`config.mk`:
```
export PLATFORM = sky130hd
export DESIGN_NAME = mem_arbiter_flat
export DESIGN_NICKNAME = d
export VERILOG_FILES = /design/src/rtl/mem_arbiter_pkg.sv /design/src/rtl/mem_arbiter_if.sv /design/src/rtl/mem_arbiter_arb_prio.sv /design/src/rtl/mem_arbiter.sv /design/src/flat_wrapper.sv
export SDC_FILE = /design/constraint.sdc
export NUM_CORES = 1
export LEC_CHECK = 0
export CAP_MARGIN = 30
export CORE_MARGIN = 2
export CORE_UTILIZATION = 28
export DETAILED_ROUTE_END_ITERATION = 12
export GPL_TIMING_DRIVEN = 1
export PLACE_DENSITY = 0.62
export SKIP_LAST_GASP = 1
export SYNTH_ARGS = -nofsm -noshare
export SYNTH_HDL_FRONTEND = slang
export SYNTH_HIERARCHICAL = 1
export SYNTH_SLANG_ARGS = --single-unit
```
`constraint.sdc`:
```
create_clock -name clk -period 5.9 [get_ports clk]
set_input_delay 1.18 -clock clk [delete_from_list [all_inputs] [get_ports clk]]
set_output_delay 1.18 -clock clk [all_outputs]
set_load 0.1 [all_outputs]
```
`src/rtl/mem_arbiter_pkg.sv`:
```
// Shared types for the unified-memory arbiter: FSM states, requester ids and width helpers.
package mem_arbiter_pkg;

    typedef enum logic [1:0] {
        StIdle   = 2'd0,
        StAccess = 2'd1,
        StDone   = 2'd2
    } arb_state_e;

    typedef enum logic [1:0] {
        ReqIf = 2'd0,
        ReqD  = 2'd1,
        ReqLd = 2'd2
    } req_id_e;

    localparam logic [3:0] BeAll = 4'hF;

    // Bits needed to hold 0..max, never less than one bit.
    function automatic int unsigned cnt_w(input int unsigned max);
        return (max < 2) ? 1 : $clog2(max + 1);
    endfunction

endpackage

```
`src/rtl/mem_arbiter_if.sv`:
```
// Requester, memory and stall signals of the arbiter bundled into one interface.
interface mem_arbiter_if #(
    parameter int unsigned ADDR_W = 32,
    parameter int unsigned DATA_W = 32
);
    logic              if_req;
    logic [ADDR_W-1:0] if_addr;
    logic              if_ready;
    logic [DATA_W-1:0] if_rdata;

    logic              d_req;
    logic              d_we;
    logic [ADDR_W-1:0] d_addr;
    logic [DATA_W-1:0] d_wdata;
    logic [3:0]        d_be;
    logic              d_ready;
    logic [DATA_W-1:0] d_rdata;

    logic              ld_req;
    logic              ld_we;
    logic [ADDR_W-1:0] ld_addr;
    logic [DATA_W-1:0] ld_wdata;
    logic              ld_ready;
    logic [DATA_W-1:0] ld_rdata;

    logic              mem_en;
    logic              mem_we;
    logic [ADDR_W-1:0] mem_addr;
    logic [DATA_W-1:0] mem_wdata;
    logic [3:0]        mem_be;
    logic [DATA_W-1:0] mem_rdata;

    logic              cpu_stall;

    modport slave (
        input  if_req, if_addr,
        input  d_req, d_we, d_addr, d_wdata, d_be,
        input  ld_req, ld_we, ld_addr, ld_wdata,
        input  mem_rdata,
        output if_ready, if_rdata, d_ready, d_rdata, ld_ready, ld_rdata,
        output mem_en, mem_we, mem_addr, mem_wdata, mem_be,
        output cpu_stall
    );

    modport master (
        output if_req, if_addr,
        output d_req, d_we, d_addr, d_wdata, d_be,
        output ld_req, ld_we, ld_addr, ld_wdata,
        output mem_rdata,
        input  if_ready, if_rdata, d_ready, d_rdata, ld_ready, ld_rdata,
        input  mem_en, mem_we, mem_addr, mem_wdata, mem_be,
        input  cpu_stall
    );

endinterface

```
`src/rtl/mem_arbiter_arb_prio.sv`:
```
// Fixed-priority winner selection: loader > data > fetch, with fetch promoted over data when starved.
module mem_arbiter_arb_prio
    import mem_arbiter_pkg::*;
(
    input  logic    if_req_i,
    input  logic    d_req_i,
    input  logic    ld_req_i,
    input  logic    starve_i,
    output req_id_e win_id_o,
    output logic    win_valid_o
);

    always_comb begin
        win_valid_o = if_req_i | d_req_i | ld_req_i;
        win_id_o    = ReqIf;
        if (ld_req_i) begin
            win_id_o = ReqLd;
        end else if (if_req_i && starve_i) begin
            win_id_o = ReqIf;
        end else if (d_req_i) begin
            win_id_o = ReqD;
        end else begin
            win_id_o = ReqIf;
        end
    end

endmodule

```
`src/rtl/mem_arbiter.sv`:
```
// Multi-cycle sequencer sharing one single-ported memory between fetch, data and loader ports.
module mem_arbiter
    import mem_arbiter_pkg::*;
#(
    parameter int unsigned ADDR_W     = 32,
    parameter int unsigned DATA_W     = 32,
    parameter int unsigned MEM_LAT    = 2,
    parameter int unsigned STARVE_MAX = 4
) (
    input  logic           clk,
    input  logic           rst,
    mem_arbiter_if.slave   bus
);

    localparam int unsigned CntW    = cnt_w(MEM_LAT);
    localparam int unsigned StarveW = cnt_w(STARVE_MAX);
    localparam logic [CntW-1:0]    LatInit   = CntW'(MEM_LAT - 1);
    localparam logic [StarveW-1:0] StarveTop = StarveW'(STARVE_MAX);

    arb_state_e          state_q, state_d;
    req_id_e             id_q, id_d;
    logic [ADDR_W-1:0]   addr_q, addr_d;
    logic [DATA_W-1:0]   wdata_q, wdata_d;
    logic [3:0]          be_q, be_d;
    logic                we_q, we_d;
    logic [CntW-1:0]     cnt_q, cnt_d;
    logic [StarveW-1:0]  starve_q, starve_d;
    logic [DATA_W-1:0]   if_rdata_q, if_rdata_d;
    logic [DATA_W-1:0]   d_rdata_q, d_rdata_d;
    logic [DATA_W-1:0]   ld_rdata_q, ld_rdata_d;

    req_id_e win_id;
    logic    win_valid;
    logic    done;
    logic    if_ready, d_ready, ld_ready;

    mem_arbiter_arb_prio u_arb_prio (
        .if_req_i    (bus.if_req),
        .d_req_i     (bus.d_req),
        .ld_req_i    (bus.ld_req),
        .starve_i    (starve_q == StarveTop),
        .win_id_o    (win_id),
        .win_valid_o (win_valid)
    );

    always_comb begin
        state_d    = state_q;
        id_d       = id_q;
        addr_d     = addr_q;
        wdata_d    = wdata_q;
        be_d       = be_q;
        we_d       = we_q;
        cnt_d      = cnt_q;
        starve_d   = starve_q;
        if_rdata_d = if_rdata_q;
        d_rdata_d  = d_rdata_q;
        ld_rdata_d = ld_rdata_q;

        unique case (state_q)
            StIdle: begin
                if (win_valid) begin
                    state_d = StAccess;
                    id_d    = win_id;
                    cnt_d   = LatInit;
                    unique case (win_id)
                        ReqLd: begin
                            addr_d  = bus.ld_addr;
                            wdata_d = bus.ld_wdata;
                            be_d    = BeAll;
                            we_d    = bus.ld_we;
                        end
                        ReqD: begin
                            addr_d  = bus.d_addr;
                            wdata_d = bus.d_wdata;
                            be_d    = bus.d_we ? bus.d_be : BeAll;
                            we_d    = bus.d_we;
                        end
                        default: begin
                            addr_d  = bus.if_addr;
                            wdata_d = '0;
                            be_d    = BeAll;
                            we_d    = 1'b0;
                        end
                    endcase
                    // Counts lost arbitrations only while fetch is actually waiting.
                    if (win_id == ReqIf) begin
                        starve_d = '0;
                    end else if (bus.if_req && (starve_q != StarveTop)) begin
                        starve_d = starve_q + 1'b1;
                    end
                end
            end
            StAccess: begin
                if (cnt_q == '0) begin
                    state_d = StDone;
                    if (!we_q) begin
                        unique case (id_q)
                            ReqLd:   ld_rdata_d = bus.mem_rdata;
                            ReqD:    d_rdata_d  = bus.mem_rdata;
                            default: if_rdata_d = bus.mem_rdata;
                        endcase
                    end
                end else begin
                    cnt_d = cnt_q - 1'b1;
                end
            end
            StDone: begin
                state_d = StIdle;
            end
            default: begin
                state_d = StIdle;
            end
        endcase
    end

    always_ff @(posedge clk or negedge rst) begin
        if (!rst) begin
            state_q    <= StIdle;
            id_q       <= ReqIf;
            addr_q     <= '0;
            wdata_q    <= '0;
            be_q       <= '0;
            we_q       <= 1'b0;
            cnt_q      <= '0;
            starve_q   <= '0;
            if_rdata_q <= '0;
            d_rdata_q  <= '0;
            ld_rdata_q <= '0;
        end else begin
            state_q    <= state_d;
            id_q       <= id_d;
            addr_q     <= addr_d;
            wdata_q    <= wdata_d;
            be_q       <= be_d;
            we_q       <= we_d;
            cnt_q      <= cnt_d;
            starve_q   <= starve_d;
            if_rdata_q <= if_rdata_d;
            d_rdata_q  <= d_rdata_d;
            ld_rdata_q <= ld_rdata_d;
        end
    end

    assign done     = (state_q == StDone);
    assign if_ready = done && (id_q == ReqIf);
    assign d_ready  = done && (id_q == ReqD);
    assign ld_ready = done && (id_q == ReqLd);

    assign bus.if_ready  = if_ready;
    assign bus.d_ready   = d_ready;
    assign bus.ld_ready  = ld_ready;
    assign bus.if_rdata  = if_rdata_q;
    assign bus.d_rdata   = d_rdata_q;
    assign bus.ld_rdata  = ld_rdata_q;

    // Enables decode straight from state so an asynchronous reset drops them at once.
    assign bus.mem_en    = (state_q == StAccess);
    assign bus.mem_we    = (state_q == StAccess) && we_q;
    assign bus.mem_addr  = addr_q;
    assign bus.mem_wdata = wdata_q;
    assign bus.mem_be    = be_q;

    assign bus.cpu_stall = bus.ld_req | (bus.if_req & ~if_ready) | (bus.d_req & ~d_ready);

endmodule

```
`src/flat_wrapper.sv`:
```
// flat-port wrapper written by rule: the top's interface ports become plain ports
module mem_arbiter_flat import mem_arbiter_pkg::*;
#(
    parameter int unsigned ADDR_W     = 32,
    parameter int unsigned DATA_W     = 32,
    parameter int unsigned MEM_LAT    = 2,
    parameter int unsigned STARVE_MAX = 4
)
  (clk, rst, bus_if_req, bus_if_addr, bus_d_req, bus_d_we, bus_d_addr, bus_d_wdata, bus_d_be, bus_ld_req, bus_ld_we, bus_ld_addr, bus_ld_wdata, bus_mem_rdata, bus_if_ready, bus_if_rdata, bus_d_ready, bus_d_rdata, bus_ld_ready, bus_ld_rdata, bus_mem_en, bus_mem_we, bus_mem_addr, bus_mem_wdata, bus_mem_be, bus_cpu_stall);
  mem_arbiter_if #(.ADDR_W(ADDR_W), .DATA_W(DATA_W)) bus_i ();
  input  logic clk;
  input  logic rst;
  input wire logic [$bits(bus_i.if_req)-1:0] bus_if_req;
  input wire logic [$bits(bus_i.if_addr)-1:0] bus_if_addr;
  input wire logic [$bits(bus_i.d_req)-1:0] bus_d_req;
  input wire logic [$bits(bus_i.d_we)-1:0] bus_d_we;
  input wire logic [$bits(bus_i.d_addr)-1:0] bus_d_addr;
  input wire logic [$bits(bus_i.d_wdata)-1:0] bus_d_wdata;
  input wire logic [$bits(bus_i.d_be)-1:0] bus_d_be;
  input wire logic [$bits(bus_i.ld_req)-1:0] bus_ld_req;
  input wire logic [$bits(bus_i.ld_we)-1:0] bus_ld_we;
  input wire logic [$bits(bus_i.ld_addr)-1:0] bus_ld_addr;
  input wire logic [$bits(bus_i.ld_wdata)-1:0] bus_ld_wdata;
  input wire logic [$bits(bus_i.mem_rdata)-1:0] bus_mem_rdata;
  output wire logic [$bits(bus_i.if_ready)-1:0] bus_if_ready;
  output wire logic [$bits(bus_i.if_rdata)-1:0] bus_if_rdata;
  output wire logic [$bits(bus_i.d_ready)-1:0] bus_d_ready;
  output wire logic [$bits(bus_i.d_rdata)-1:0] bus_d_rdata;
  output wire logic [$bits(bus_i.ld_ready)-1:0] bus_ld_ready;
  output wire logic [$bits(bus_i.ld_rdata)-1:0] bus_ld_rdata;
  output wire logic [$bits(bus_i.mem_en)-1:0] bus_mem_en;
  output wire logic [$bits(bus_i.mem_we)-1:0] bus_mem_we;
  output wire logic [$bits(bus_i.mem_addr)-1:0] bus_mem_addr;
  output wire logic [$bits(bus_i.mem_wdata)-1:0] bus_mem_wdata;
  output wire logic [$bits(bus_i.mem_be)-1:0] bus_mem_be;
  output wire logic [$bits(bus_i.cpu_stall)-1:0] bus_cpu_stall;
  assign bus_i.if_req = bus_if_req;
  assign bus_i.if_addr = bus_if_addr;
  assign bus_i.d_req = bus_d_req;
  assign bus_i.d_we = bus_d_we;
  assign bus_i.d_addr = bus_d_addr;
  assign bus_i.d_wdata = bus_d_wdata;
  assign bus_i.d_be = bus_d_be;
  assign bus_i.ld_req = bus_ld_req;
  assign bus_i.ld_we = bus_ld_we;
  assign bus_i.ld_addr = bus_ld_addr;
  assign bus_i.ld_wdata = bus_ld_wdata;
  assign bus_i.mem_rdata = bus_mem_rdata;
  assign bus_if_ready = bus_i.if_ready;
  assign bus_if_rdata = bus_i.if_rdata;
  assign bus_d_ready = bus_i.d_ready;
  assign bus_d_rdata = bus_i.d_rdata;
  assign bus_ld_ready = bus_i.ld_ready;
  assign bus_ld_rdata = bus_i.ld_rdata;
  assign bus_mem_en = bus_i.mem_en;
  assign bus_mem_we = bus_i.mem_we;
  assign bus_mem_addr = bus_i.mem_addr;
  assign bus_mem_wdata = bus_i.mem_wdata;
  assign bus_mem_be = bus_i.mem_be;
  assign bus_cpu_stall = bus_i.cpu_stall;
  mem_arbiter #(.ADDR_W(ADDR_W), .DATA_W(DATA_W), .MEM_LAT(MEM_LAT), .STARVE_MAX(STARVE_MAX)) u_core (.clk(clk), .rst(rst), .bus(bus_i));
endmodule
```
Yosys cells after proc, flatten, opt, wreduce, memory -nomap -nowiden
Index checks and enable logic that the tools add are counted.
Storage, ports and cells
  input bits: 203
  memory bits (read-only): 0
  word-level logic and storage cells: 69
  memories kept: 0
  latch bits: 0
  bits in writable memories: 0
  bits in registers: 174
  output and inout port bits: 170
Cells by class
  divide/modulo/power cells: 0
  shift operators: 0
  reductions and logical operators: 20
  $add $sub $neg: 2
  eq/ne operators: 11
  magnitude comparators: 0
  bitwise operators: 10
  multipliers: 0
  mux-type cells: 15
Operators by type and width (number)
  $pmux W32 S2: 2
  $reduce_and A4 Y1: 3
  $logic_not A2 Y1: 4
  $mux W2: 4
  $mux W4: 2
  $pmux W2 S2: 2
  $eq A2 B1 Y1 const B: 3
  $eq A2 B2 Y1 const B: 3
  $logic_and A1 B1 Y1: 6
  $mux W3: 2
  $reduce_and A3 Y1: 2
  $ne A2 B2 Y1 const B: 2
  $not A1 Y1: 4
  $or A1 B1 Y1: 4
  $reduce_and A2 Y1: 2
  $reduce_bool A2 Y1: 2
  $add A3 B1 Y3 const B: 1
  $eq A3 B3 Y1 const B: 1
  $ne A3 B3 Y1 const B: 1
  $and A1 B1 Y1: 2
  $mux W1: 2
  $ne A2 B1 Y1 const B: 1
  $pmux W1 S2: 1
  $reduce_or A2 Y1: 1
  $sub A2 B1 Y2 const B: 1

Depth between registers and ports, before layout
Gate-level depths: netlist (run 1).
  depth in word-level cells: 7
  depth in mapped cells: 11

Modules after synthesis
The synthesis (run 1) kept the hierarchy.
Modules (own cells, without submodules)
  mem_arbiter: area each 7547.2 um2, cells an instance 618, instances 1
  mem_arbiter_arb_prio: area each 25.0 um2, cells an instance 4, instances 1

Worst setup path after synthesis (run 1)
Ideal clock, no wire load.
  kind: register -> output
  from: reg u_core.state_q[0]
  to: out bus_mem_we
  arrival time: 2714 ps
  data required time: 4720 ps
  slack: 2006 ps
  cell stages (with the launch flop): 3
  path through: dfrtp_1 -> nor2b_1 -> and2_1
On the way
  longest elaborated chain between the ends: 2
RTL lines
  from (decl): RTL line mem_arbiter.sv:20  | arb_state_e state_q, state_d;
  from (signal assigned): RTL line mem_arbiter.sv:118  | state_q <= StIdle;
  from (signal assigned): RTL line mem_arbiter.sv:130  | state_q <= state_d;
  $eq A2 B1 Y1
  net bus_mem_en: RTL line flat_wrapper.sv:31  | output wire logic [$bits(bus_i.mem_en)-1:0] bus_mem_en;
  $logic_and A1 B1 Y1: RTL line mem_arbiter.sv:158  | assign bus.mem_we = (state_q == StAccess) && we_q;
  to (decl): RTL line flat_wrapper.sv:32  | output wire logic [$bits(bus_i.mem_we)-1:0] bus_mem_we;
The timed path passes the listed nets, and every way through them passes these cells.

Worst setup path after layout (run 1)
  from: in bus_if_req
  to: out bus_cpu_stall
On the way
  longest elaborated chain between the ends: 3
RTL lines
  from (decl): RTL line flat_wrapper.sv:13  | input wire logic [$bits(bus_i.if_req)-1:0] bus_if_req;
  $and A1 B1 Y1: RTL line mem_arbiter.sv:163  | assign bus.cpu_stall = bus.ld_req | (bus.if_req & ~if_ready) | (bus.d_req & ~d_ready);
  $or A1 B1 Y1 (2 in a row): RTL line mem_arbiter.sv:163
  to (decl): RTL line flat_wrapper.sv:36  | output wire logic [$bits(bus_i.cpu_stall)-1:0] bus_cpu_stall;
Every way passes these cells.

==> metrics.yaml, run 1 <==
die_width_um: 168
ys_seq_elements: 174
reg2reg_depth: 9
fmax_mhz: 234
antenna_found_initial: 0
grt_overflow: 0
root_buffer: "clkbuf_16"
syn-mean-instance-area_um2: 12.2
postRouteAntennaNets: 0
io_pins: 373
place.gp.congestion: 0.733
r2r_end: "u_core/bus.mem_wdata[10]"
yosysSeqAreaShare: 0.575
synth_enable_flop_cells: 0
worstMarginPinSlew_ns: 1.05
drt_iter0_drc: 347
track_usage: 0.167
first_pass_iters: 4
cts_buffers: 17
postCtsHoldBufs: 0
clock_path_buffers: 2
drc: 0
utilization: 0.458
fp.dieH_um: 168
num_vias: 6296
fin_crit_sh: 0.724
period_needed_ns: 4.27
grt_pass1_vias: 6451
status: "finished clean"
yosys_warnings: 6
htreeDepth: 4
core_area_um2: 26700
synth_top_area_frac: 0.575
grt_setup_unrepaired: "false"
finalWirelength_um: 23900
grt_start_max_net_pins: 104
die-area_um2: 28400
timing.final.ws_setup_ns: 1.63
synth_cell_types: 38
synth_area_um2: 7570
clkTransAtPathRegs_ns: 0.07
ys_top_cells_by_count: "174 x dfrtp_1, 84 x mux2_2, 69 x o21ai_0"
synthCells: 622
critPathMaxFanout: 6
synth_area_leaders: "dfrtp_1 58%, mux2_2 12%, o21ai_0 4.6%"
arrival_ns: 3.09
slew_violations: 0
dpl.hpwl_um: 17100
tns_ns: 0
worst-setup-path-type: "in -> out"
clk_latency_ns: 0.42
post-route-cell-area_um2: 12200
cp-startpoint: "bus_if_req"
synth-async-reset-ratio: 1.00
relSlewSlack: 0.300
r2r_slack_ns: 2.86
critPathCapture: "bus_cpu_stall"
finalSetupViolations: 0
finalHoldViolCount: 0
required_ns: 4.72
synth_area_leader_cell: "dfrtp_1"
maxCapViolCount: 0
cts_sinks: 174
cp-end-kind: "output port"
syn_nets: 834
cts_tree: "done"
nets: 1188
drt-vias-per-instance: 4.73
dpl_worst_slack_ns: 1.62
ys.flop_type: "dfrtp_1"
r2r-start: "u_core/starve_q[0]"
drive_gt1_frac: 0.149
start_util: 0.283
placed_area_um2: 11700
cts_setup_buffers: 0
start_kind: "input pin"
hold_path.class: "reg -> reg"
skew_ns: 0.0125
synth_most_common_cell: "dfrtp_1"
antenna_cells: 0
cts.repair.resized: 0
fp-row-count: 60
area_growth_pct: 61.7
avgRoutedWirePerCell_um: 18.0
grt_pass1_wl_um: 37100
io_buffers: 372
per-stage QoR:
step | hold slack, ns | std cells
6_report | 0.472 | 1330
3_5_place_dp | 0.459 | 1298
3_3_place_gp | 0.452 | 1294
5_1_grt | 0.485 | 1330
4_1_cts | 0.474 | 1330
2_1_floorplan | 0.445 | 622
sequential cells by signal, indices dropped and copies added (netlist names):
register              count
u_core/bus.d_rdata       32
u_core/bus.if_rdata      32
u_core/bus.ld_rdata      32
u_core/bus.mem_addr      32
u_core/bus.mem_wdata     32
u_core/bus.mem_be         4
u_core/starve_q           3
u_core/cnt_q              2
u_core/id_q               2
u_core/state_q            2
u_core/we_q               1
per-layer routing:
layer / vias up / global-route usage / part of all wire
met5: - / 0 / 0
met4: 0 / 0.0401 / 0.011
met3: 16 / 0.0447 / 0.068
met2: 267 / 0.278 / 0.47
met1: 3038 / 0.218 / 0.45
li1: 2975 / - / -
worst min-delay path by stage:
stage | start | depth (start not counted) | to | slack [ns]
after CTS | u_core/bus.mem_be[2] | 2 | u_core/bus.mem_be[2] | 0.47
after floorplan | u_core/cnt_q[0] | 1 | u_core/cnt_q[0] | 0.44
after detailed placement | u_core/bus.mem_be[2] | 2 | u_core/bus.mem_be[2] | 0.46
after global routing | u_core/cnt_q[0] | 1 | u_core/cnt_q[0] | 0.48
after global placement | u_core/bus.mem_be[2] | 2 | u_core/bus.mem_be[2] | 0.45
final | u_core/bus.mem_be[2] | 2 | u_core/bus.mem_be[2] | 0.47
critical path, cell delays in order:
cell and delay, ns:
clkdlybuf4s50_1 0.59, a221o_1 0.19, clkdlybuf4s50_1 1.12
cell type report:
class	count	area, um2
fill	2473	14500
sequential	174	4350
timing repair buffer	386	3920
multi-input combinational	382	2910
tap	341	427
clock buffer	17	425
clock inverter	15	149
inverter	15	56.3
kinds of logic after synthesis:
kind of cell	count (synthesis)	synth area share
buffers and inverters	66	0.0425
AND/OR/NAND/NOR	99	0.0572
adder cells (fa/ha/maj)	9	0.0149
multiplexers	96	0.147
AO/OA/AOI/OAI	178	0.163
flip-flops	174	0.575
cells in the final DEF (no fill, tap or decap), types with 5 or more instances in the layout:
master,Yosys,layout
mux2_2,84,84
clkdlybuf4s50_1,0,371
nor2_1,29,29
dfrtp_1,174,174
a221oi_1,32,32
ha_1,9,6
o31ai_1,5,5
buf_4,1,9
nand2_1,55,55
mux2_4,9,9
o21ai_0,69,69
clkbuf_16,0,17
a22oi_1,32,32
a22o_1,29,29
inv_1,14,14
Power of run 1 is not shown: default switching activity piles up to over one toggle a cycle in this logic, so the estimate is an artifact.
==> run 2: changes to the inputs <==
--- a/config.mk
+++ b/config.mk
@@ -10,7 +10,7 @@
 export CORE_UTILIZATION = 28
 export DETAILED_ROUTE_END_ITERATION = 12
 export GPL_TIMING_DRIVEN = 1
-export PLACE_DENSITY = 0.62
+export PLACE_DENSITY = 0.64
 export SKIP_LAST_GASP = 1
 export SYNTH_ARGS = -nofsm -noshare
 export SYNTH_HDL_FRONTEND = slang
==> constraint.sdc (replaced) <==
create_clock -name clk -period 3.9 [get_ports clk]
set_input_delay 0.78 -clock clk [delete_from_list [all_inputs] [get_ports clk]]
set_output_delay 0.78 -clock clk [all_outputs]
set_load 0.1 [all_outputs]
==> run 2 against run 1 <==
Compared with the run above: clock skew up 0.00079 ns; register-to-register slack lost 1.7 ns; count of clock-buffer cells in the layout did not move; wire length increased by 2.2%; critical path type is now in -> reg; cell area rose by 0.35%; global-route usage up 0.26 points; critical path depth is 4 higher; flip-flop and latch count unchanged; sequential share of layout area fell by 0.12 points; first-iteration DRC count shrank 15%; highest routed layer unchanged; die area is the same; cell count grew 0.23%.
==> metrics.yaml, run 2 (synthesis gave the netlist of run 1 again) <==
status: "finished clean"
fin_crit_sh: 0.746
grt_pass1_vias: 6467  # +0.25%
finalSetupViolations: 0  # unchanged
drt-vias-per-instance: 4.81  # +1.5%
grt_start_max_net_pins: 115  # +11%
antenna_found_initial: 0  # unchanged
cts.repair.resized: 0  # unchanged
cp-end-kind: "flip-flop"
drc: 0  # unchanged
area_growth_pct: 62.3
maxCapViolCount: 0  # unchanged
relSlewSlack: 0.309  # +0.00872
first_pass_iters: 4  # unchanged
r2r-start: "u_core/starve_q[0]"
nets: 1191  # +0.25%
final_cell_mix: "364 x clkdlybuf4s50_1, 174 x dfrtp_1, 84 x mux2_2"
dpl.hpwl_um: 17500  # +2.4%
reg2reg_depth: 9  # unchanged
finalWirelength_um: 24500  # +2.2%
fp-row-count: 60  # unchanged
clock_path_buffers: 2  # unchanged
cts_sinks: 174  # unchanged
cts_tree: "done"
clkTransAtPathRegs_ns: 0.07  # about the same
fmax_mhz: 344
worst-setup-path-type: "in -> reg"
drt_iter0_drc: 294  # -15%
skew_ns: 0.0133  # +0.000795 ns
period_needed_ns: 2.91
num_vias: 6406  # +1.7%
clk_latency_ns: 0.43  # about the same
grt_overflow: 0  # unchanged
drive_gt1_frac: 0.158  # +0.00963
worstMarginPinSlew_ns: 1.03  # -0.0130 ns
postRouteAntennaNets: 0  # unchanged
root_buffer: "clkbuf_16"
r2r_end: "u_core/bus.mem_addr[31]"
io_buffers: 372  # unchanged
cts_buffers: 17  # unchanged
finalHoldViolCount: 0  # unchanged
place.gp.congestion: 0.779  # +6.2%
tns_ns: 0  # unchanged
critPathMaxFanout: 27  # +21
fillerInstances: 2488  # +0.61%
grt_pass1_wl_um: 37400  # +0.87%
track_usage: 0.169  # +0.00260
mostFrequentLayoutCell: "clkdlybuf4s50_1"
start_kind: "input pin"
avgRoutedWirePerCell_um: 18.4  # +2.0%
hold_path.class: "in -> async"
start_util: 0.283  # unchanged
die_width_um: 168  # unchanged
r2r_slack_ns: 1.11  # -1.75 ns
fp.dieH_um: 168  # unchanged
core_area_um2: 26700  # unchanged
arrival_ns: 3.20  # +0.11 ns
antenna_cells: 0  # unchanged
htreeDepth: 4  # unchanged
slew_violations: 0  # unchanged
grt_setup_unrepaired: "false"
io_pins: 373  # unchanged
cts_setup_buffers: 0  # unchanged
required_ns: 4.19  # -0.53 ns
die-area_um2: 28400  # unchanged
postCtsHoldBufs: 0  # unchanged
-- run 2: how the worst max path moves through the flow --
stage / from / to / slack [ns] / cells after the start
3_5_place_dp: bus_ld_req / u_core/bus.mem_addr[31] / 0.45 / 7
3_3_place_gp: bus_ld_req / u_core/bus.mem_addr[31] / 0.47 / 7
4_1_cts: bus_ld_req / u_core/bus.mem_addr[31] / 0.91 / 7
5_1_grt: bus_ld_req / u_core/bus.mem_addr[31] / 0.82 / 7
2_1_floorplan: u_core/state_q[0] / bus_mem_we / 0.41 / 2
6_report: bus_ld_req / u_core/bus.mem_addr[31] / 0.99 / 7
-- run 2: area by class of cell --
cell class                      count  area (um2)  share of cell area
Clock buffer                       17         425              0.0346
Clock inverter                     15         174              0.0142
Sequential cell                   174        4350               0.354
Inverter                           15        56.3             0.00458
Tap cell                          341         427              0.0347
Multi-Input combinational cell    382        2910               0.237
Timing Repair Buffer              389        3940               0.321
-- run 2: per-stage QoR --
step | std cells | cell area, um2 | hold slack, ns | util | setup WS [ns]
global placement | 1297 | 11600 | 0.450 | 0.433 | 0.473
CTS | 1333 | 12300 | 0.184 | 0.460 | 0.907
detailed placement | 1301 | 11700 | 0.462 | 0.437 | 0.453
floorplan | 622 | 7570 | 0.445 | - | 0.406
global route | 1333 | 12300 | 0.193 | 0.460 | 0.818
finish | 1333 | 12300 | 0.200 | 0.460 | 0.990
-- run 2: metal layers --
| layer | up-vias | global-route usage | share of wire |
|---|---|---|---|
| met4 | 0 | 0.0352 | 0.0060 |
| met1 | 3131 | 0.216 | 0.43 |
| met3 | 10 | 0.0465 | 0.068 |
| met2 | 276 | 0.290 | 0.49 |
| met5 | - | 0 | 0 |
| li1 | 2989 | - | - |
-- run 2: worst max-delay path, cell delays in order --
cell and delay, ns:
clkdlybuf4s50_1 0.54, a211oi_1 0.43, inv_1 0.12, ha_2 0.41, buf_4 0.34, a221oi_1 0.40
o21ai_0 0.14
Power of run 2 is left out for the same reason.
==> run 3: changes to the inputs <==
==> constraint.sdc (replaced) <==
create_clock -name clk -period 2.33 [get_ports clk]
set_input_delay 0.466 -clock clk [delete_from_list [all_inputs] [get_ports clk]]
set_output_delay 0.466 -clock clk [all_outputs]
set_load 0.1 [all_outputs]
==> run 3 against run 2 <==
Compared with the run above: non-clock buffer count up 26; cell area up 0.70%; count of clock-buffer cells in the layout unchanged; utilization up 0.32 points; wire length up 0.66%; largest cell class unchanged; flip-flop and latch count unchanged; hold slack better by 0.26 ns.
==> metrics.yaml, run 3 (synthesis gave the netlist of run 1 again) <==
fmax_mhz: 443
finalHoldViolCount: 0  # unchanged
arrival_ns: 2.57  # -0.63 ns
start_kind: "flip-flop"
placedCellCount: 1319  # +1.4%
antenna_found_initial: 0  # unchanged
status: "finished clean"
antenna_cells: 0  # unchanged
skew_ns: 0.0157  # +0.00243 ns
grt_start_max_net_pins: 95  # -17%
use_met3: 0.0521  # +0.00561
start_util: 0.283  # unchanged
avgRoutedWirePerCell_um: 18.1  # -1.3%
io_buffers: 372  # unchanged
drive_gt1_frac: 0.357  # +0.198
critPathMaxFanout: 62  # +130%
track_usage: 0.165  # -0.00447
cp-end-kind: "flip-flop"
r2r-start: "u_core/starve_q[0]"
fin_cells: 1359  # +2.0%
period_needed_ns: 2.26
relSlewSlack: 0.655  # +0.347
cts_tree: "done"
mostFrequentLayoutCell: "clkdlybuf4s50_1"
required_ns: 2.65  # -1.54 ns
clkTransAtPathRegs_ns: 0.07  # about the same
drc: 0  # unchanged
dpl.hpwl_um: 17900  # +2.1%
root_buffer: "clkbuf_16"
postRouteAntennaNets: 0  # unchanged
final_cell_mix: "201 x clkdlybuf4s50_1, 189 x buf_4, 172 x dfrtp_1"
slew_violations: 0  # unchanged
die-area_um2: 28400  # unchanged
die_width_um: 168  # unchanged
grt_setup_unrepaired: "true"
cts_sinks: 174  # unchanged
dpl_worst_slack_ns: -0.370  # -0.823 ns
drt_iter0_drc: 361  # +23%
grt_pass1_vias: 6540  # +1.1%
finalWirelength_um: 24600  # +0.66%
core_area_um2: 26700  # unchanged
worstMarginPinSlew_ns: 0.517  # -0.517 ns
clk_latency_ns: 0.43  # about the same
tns_ns: 0  # unchanged
grt_overflow: 0  # unchanged
use_met2: 0.276  # -0.0143
timing.final.ws_setup_ns: 0.0743  # -0.916 ns
fp.dieH_um: 168  # unchanged
nets: 1217  # +2.2%
maxCapViolCount: 0  # unchanged
num_vias: 6538  # +2.1%
hold_path.class: "in -> async"
cts_buffers: 17  # unchanged
hold_slack_ns: 0.460  # +0.260 ns
worst-setup-path-type: "reg -> reg"
critical_path.slowest_cell: "dfrtp_1"
met1_usage: 0.207  # -0.00825
place.gp.congestion: 0.768  # -1.3%
crit_chain: "inv_1, ha_1, and2_4, a211oi_4, inv_2, ha_2, buf_12, a22oi_1, nor2_1, a22o_1"
fp-row-count: 60  # unchanged
slowest_delay_ns: 0.35  # -0.19 ns
drt-vias-per-instance: 4.81  # +0.11%
cp-startpoint: "u_core/starve_q[0]"
htreeDepth: 4  # unchanged
grt_pass1_wl_um: 36600  # -2.2%
finalSetupViolations: 0  # unchanged
clock_path_buffers: 2  # unchanged
first_pass_iters: 4  # unchanged
grt_busiest_layer: "met2"
area_growth_pct: 63.4
fin_crit_sh: 0.968
io_pins: 373  # unchanged
-- run 3: cell types whose count changed in the layout (fill, tap and decap cells not counted), moves of 3 or more --
cell,previous run,this run
clkbuf_16,17,20
clkdlybuf4s50_1,364,201
buf_16,4,1
a221oi_2,0,7
o21ai_0,69,55
buf_12,2,17
a221oi_1,32,25
a22oi_1,32,29
o21ai_1,1,15
buf_4,18,189
a22oi_2,0,3
-- run 3: final timing paths --
| kind | endpoint | slack, ns | depth (start not counted) |
|---|---|---|---|
| worst max-delay path | u_core/bus.mem_wdata[12] | 0.07 | 10 |
| worst min-delay path | u_core/bus.ld_rdata[11] | 0.46 | 2 |
| worst max register to register | u_core/bus.mem_wdata[12] | 0.07 | 10 |
| worst min register to register | u_core/bus.mem_be[0] | 0.47 | 2 |
| max in group asynchronous | u_core/bus.mem_wdata[3] | 1.09 | 3 |
| min in group clk | u_core/bus.mem_be[0] | 0.47 | 2 |
-- run 3: worst max-delay path: cells and delay by family (launching register included) --
kind | cells | cell delay (ns)
DFF | 1 | 0.35
adders and majority gates | 2 | 0.44
and+or+nand+nor | 2 | 0.22
AOI/OAI and AO/OA | 3 | 0.73
buffers and inverters | 3 | 0.31
-- run 3: through the flow --
| stage | area (um2) | util |
|---|---|---|
| 2_1_floorplan | 7580 | - |
| 3_3_place_gp | 11500 | 0.432 |
| 3_5_place_dp | 11500 | 0.432 |
| 4_1_cts | 12200 | 0.456 |
| 5_1_grt | 12400 | 0.463 |
| 6_report | 12400 | 0.463 |
-- run 3: what timing repair did --
item                       in CTS  in global routing
hold endpoints to repair       20                  0
gates cloned                    0                  3
pin swaps                       1                  1
buffers inserted                1                  3
setup endpoints to repair      43                 57
gates resized for setup         4                 33
hold buffers                    1                  0
-- run 3: layout make-up --
type | count | area [um2]
Fill cell | 2455 | 14400
Timing Repair Buffer | 415 | 3920
Multi-Input combinational cell | 382 | 3020
Inverter | 15 | 58.8
Sequential cell | 174 | 4360
Tap cell | 341 | 427
Clock buffer | 17 | 425
Clock inverter | 15 | 171
-- run 3: routing by layer --
layer | vias to the layer above | part of all wire
li1 | 3047 | -
met1 | 3168 | 0.42
met2 | 301 | 0.49
met3 | 22 | 0.083
met4 | 0 | 0.014
met5 | - | 0
Power of run 3 is left out for the same reason.
